<file path="config.mk">
export PLATFORM = sky130hd
export DESIGN_NAME = linear_layer_start_fifo_srl
export DESIGN_NICKNAME = d
export VERILOG_FILES = /design/src/rtl/linear_layer_start_fifo_srl.sv
export SDC_FILE = /design/constraint.sdc
export NUM_CORES = 1
export LEC_CHECK = 0
export BUFFER_PORTS_ARGS = -buffer_cell sky130_fd_sc_hd__buf_2
export CAP_MARGIN = 20
export CORE_AREA = 5 5 42 44
export CTS_CLUSTER_SIZE = 10
export DETAILED_ROUTE_END_ITERATION = 8
export DIE_AREA = 0 0 47 49
export HOLD_SLACK_MARGIN = 0.02
export PLACE_DENSITY = 0.5
export SLEW_MARGIN = 20
export SYNTH_ARGS = -nofsm -noshare
export SYNTH_HDL_FRONTEND = slang
export SYNTH_SLANG_ARGS = --single-unit
</file>
<file path="constraint.sdc">
create_clock -name clk -period 1.2 [get_ports clk]
set_input_delay 0.24 -clock clk [delete_from_list [all_inputs] [get_ports clk]]
set_output_delay 0.24 -clock clk [all_outputs]
set_load 0.005 [all_outputs]
</file>
<file path="src/rtl/linear_layer_start_fifo_srl.sv">
// Start-token FIFO for the Linear_Layer_i4xi4_q dataflow region: shift-register storage
// addressed by a signed occupancy pointer, with fall-through head data.

module linear_layer_start_fifo_srl_shiftreg #(
  parameter int DATA_WIDTH = 1,
  parameter int ADDR_WIDTH = 1,
  parameter int DEPTH      = 2
) (
  input  logic                  clk,
  input  logic [DATA_WIDTH-1:0] data,
  input  logic                  ce,
  input  logic [ADDR_WIDTH-1:0] a,
  output logic [DATA_WIDTH-1:0] q
);

  logic [DATA_WIDTH-1:0] sr [0:DEPTH-1];

  // New entries enter at slot 0, so the oldest entry sits at the highest occupied slot.
  always_ff @(posedge clk) begin
    if (ce) begin
      sr[0] <= data;
      for (int i = 1; i < DEPTH; i++) sr[i] <= sr[i-1];
    end
  end

  assign q = sr[a];

endmodule

module linear_layer_start_fifo_srl #(
  parameter int DATA_WIDTH = 1,
  parameter int ADDR_WIDTH = 1,
  parameter int DEPTH      = 2
) (
  input  logic                  clk,
  input  logic                  reset,
  output logic                  if_full_n,
  input  logic                  if_write_ce,
  input  logic                  if_write,
  input  logic [DATA_WIDTH-1:0] if_din,
  output logic                  if_empty_n,
  input  logic                  if_read_ce,
  input  logic                  if_read,
  output logic [DATA_WIDTH-1:0] if_dout,
  output logic [ADDR_WIDTH:0]   if_num_data_valid,
  output logic [ADDR_WIDTH:0]   if_fifo_cap
);

  localparam logic [ADDR_WIDTH:0] PTR_LAST_FREE = (ADDR_WIDTH+1)'(DEPTH - 2);

  // ptr is occupancy minus one; all-ones means empty.
  logic [ADDR_WIDTH:0]   ptr;
  logic                  full_n;
  logic                  empty_n;
  logic                  push;
  logic                  pop;
  logic [ADDR_WIDTH-1:0] addr;

  assign push = if_write & if_write_ce & full_n;
  assign pop  = if_read & if_read_ce & empty_n;
  assign addr = ptr[ADDR_WIDTH] ? '0 : ptr[ADDR_WIDTH-1:0];

  always_ff @(posedge clk) begin
    if (reset) begin
      ptr     <= '1;
      full_n  <= 1'b1;
      empty_n <= 1'b0;
    end else if (push && !pop) begin
      ptr     <= ptr + 1'b1;
      empty_n <= 1'b1;
      if (ptr == PTR_LAST_FREE) full_n <= 1'b0;
    end else if (pop && !push) begin
      ptr    <= ptr - 1'b1;
      full_n <= 1'b1;
      if (ptr == '0) empty_n <= 1'b0;
    end
  end

  linear_layer_start_fifo_srl_shiftreg #(
    .DATA_WIDTH(DATA_WIDTH),
    .ADDR_WIDTH(ADDR_WIDTH),
    .DEPTH     (DEPTH)
  ) u_srl (
    .clk (clk),
    .data(if_din),
    .ce  (push),
    .a   (addr),
    .q   (if_dout)
  );

  assign if_full_n         = full_n;
  assign if_empty_n        = empty_n;
  assign if_num_data_valid = ptr + 1'b1;
  assign if_fifo_cap       = (ADDR_WIDTH+1)'(DEPTH);

endmodule
</file>
==> impl_metrics.py <==
metrics = {
    "critical_path": {
        "crit_type": "reg2out",
        "cp_slowest_cell": "dfxtp_2",
        "critPathMaxStageDelay_ns": 0.32,
        "critPathRequiredTime_ns": 0.96,
        "path_cells": "inv_2 > ha_4 > mux2_4 > buf_6",
        "worst_setup_path_end_kind": "output port",
        "critPathLaunchType": "register",
        "critPathMaxFanout": 2,
        "worstRegToRegCells": 6,
        "arrival_ns": 1.17,
    },
    "cts": {
        "clock_path_buffers": 2,
        "htree_num_levels": 1,
        "clock_latency_ns": 0.24,
        "clk_pin_slew_ns": 0.05,
        "root_buffer": "clkbuf_4",
        "tritoncts": "built",
        "numClockSinks": 6,
        "cts-buffers-inserted": 3,
    },
    "sta": {
        "min_period_ns": 1.413,
        "max_freq_mhz": 707.5,
        "grt_setup_unrepaired": "yes",
        "setup-violations-final": 2,
        "worst_hold_slack_ns": 0.1688,
        "finalClockSkew_ns": 0.0009660,
        "fin_crit_sh": 1.178,
        "fin_ws_ns": -0.2133,
        "drv_slew": 0,
        "hold_viol": 0,
    },
    "yosys": {
        "ys_ff_latch": 6,
        "synth.top_cell.area_share": 0.2370,
        "ys_types": 17,
        "synth_edf_count": 2,
        "synth_top_family_by_area": "adder cells",
        "synthTopCellsByArea": "dfxtp_1 (24%), ha_1 (19%), edfxtp_1 (18%)",
        "synth-compound-area-share": 0.06667,
        "yosysTopAreaCell": "dfxtp_1",
        "syn_area_sq_um": 337.8,
        "netlist_instances": 34,
        "avgSynthCellArea_sq_um": 9.936,
        "yosysMostFrequentCell": "ha_1",
        "synth_adder_area_share": 0.1852,
        "synthSimpleGateAreaFrac": 0.1074,
        "ys_warn_count": 0,
        "synth_common_cells": "ha_1 (5), dfxtp_1 (4), inv_1 (4)",
        "synth.net_count": 46,
        "async_reset_ff_frac": 0,
        "synth-xor-area-share": 0.05185,
        "synthMuxAreaShare": 0.06296,
        "ys_seq_area_frac": 0.4148,
        "ys_dominant_reg_cell": "dfxtp_1",
    },
    "floorplanning": {
        "die_h_microns": 49,
        "core_area_sq_mm": 0.001401,
        "die_area_sq_mm": 0.002303,
        "fp.dieW_microns": 47,
        "rows": 14,
        "start_util": 0.2411,
        "num_io_pins": 14,
    },
    "detailed_routing": {
        "drtPass1Iterations": 4,
        "detail-route-antenna-nets": 0,
        "avgRoutedWirePerCell_microns": 9.700,
        "vias": 279,
        "wl_microns": 679,
        "vias_per_cell": 3.986,
        "drt_iter0_markers": 2,
        "post-route-drc-count": 0,
    },
    "power": {
        "finalPower_mw": 0.5369,
        "p_leak_nw": 0.2686,
        "powerDensity_mw_per_mm2": 988.7,
        "ir_drop_uv": 391.9,
    },
    "placement": {
        "place_ws_ns": -0.04418,
        "place.gp.congestion": 0.6928,
        "port_buffers": 11,
        "post-dp-hpwl_microns": 546.9,
    },
    "final_layout": {
        "diodes": 0,
        "syn2layout_area_growth_pct": 60.74,
        "drive_gt1_frac": 0.6481,
        "nets": 67,
    },
    "global_route": {
        "grt_overflow_total": 0,
        "grt_first_pass_wirelength_microns": 1090,
        "grt_pass1_vias": 281,
        "grt_max_degree": 5,
        "antenna_found_initial": 0,
        "grtUsageTotal": 0.06845,
    },
    "worst_hold_path": {
        "holdCritPathClass": "in2reg",
        "whs_path_depth": 1,
    },
    "run": {
        "drv_cap": 0,
    },
    "status": {
        "status": "complete, but fails checks",
        "violations": "setup timing",
    },
}
flip-flops by register name, indices dropped and copies added (netlist names):
signal	flops
if_empty_n	1
ptr	2
if_full_n	1
u_srl.sr	2
cells by family after synthesis:
| group | after synthesis |
|---|---|
| xor+xnor | 2 |
| other cells | 2 |
| mux | 2 |
| fa+ha+maj | 5 |
| compound gates | 4 |
| flops | 6 |
| buf+inv | 6 |
| simple gates | 7 |
placed cells by master, fill, tap and decap left out, types with 2 or more instances in the layout:
cell / n
conb_1: 2
inv_2: 3
buf_2: 10
nand2b_1: 2
buf_4: 7
ha_4: 2
ha_1: 2
o21ai_0: 2
xor2_1: 2
dfxtp_2: 3
edfxtp_1: 2
clkbuf_4: 3
per-stage QoR:
step	util	TNS, ns	cells	instance area [sq um]
final	0.3875	-0.3603	70	543.0
after global routing	0.3875	-0.5308	70	543.0
after CTS	0.3777	-0.4000	69	529.3
after detailed placement	0.3286	-0.06027	64	460.4
after global placement	0.3286	-0.02616	64	460.4
after floorplan	-	0	34	362.8
routing by layer:
metal / vias to the layer above / share of wire / GRT usage
met3: 2 / 0.075 / 0.02214
met5: - / 0 / 0
met1: 123 / 0.44 / 0.07522
met4: 0 / 0.0059 / 0.06912
met2: 8 / 0.47 / 0.09502
li1: 146 / - / -
final cells by class:
cell class	count	area, sq um
Timing Repair Buffer	18	113.9
Tap cell	16	20.02
Multi-Input combinational cell	22	220.2
Clock buffer	4	26.28
Inverter	4	15.01
Fill cell	160	858.3
Sequential cell	6	147.6
path summary, 6_finish.rpt:
check	endpoint	startpoint	slack, ns
setup / recovery	if_dout	ptr[1]$_SDFFE_PP1P_	-0.21
hold / removal	u_srl.sr[0]$_DFFE_PP_	if_din	0.17
setup reg to reg	if_empty_n$_SDFFE_PP0P_	if_empty_n$_SDFFE_PP0P_	0.02
hold reg to reg	u_srl.sr[1]$_DFFE_PP_	u_srl.sr[0]$_DFFE_PP_	0.46
worst max-delay path, delay by kind of cell, from the launching register on:
| family | cells | cell delay [ns] |
|---|---|---|
| fa+ha+maj | 1 | 0.15 |
| mux | 1 | 0.29 |
| flops | 1 | 0.32 |
| buf+inv | 2 | 0.16 |
report_power, final:
group / total, mW / leakage (nW) / internal [mW] / switching (mW)
clock network: 0.205 / 0.0150 / 0.126 / 0.0783
logic: 0.104 / 0.202 / 0.0588 / 0.0451
registers: 0.228 / 0.0512 / 0.221 / 0.00711
repair_timing:
item,in CTS,in global routing
setup buffers,1,1
hold buffers,0,0
gates resized for setup,12,2
pin swaps,3,2
endpoints found under the setup margin,5,5
hold endpoints to repair,0,0
cloned,0,0
Note: power is estimated with default switching activity, not from simulation.
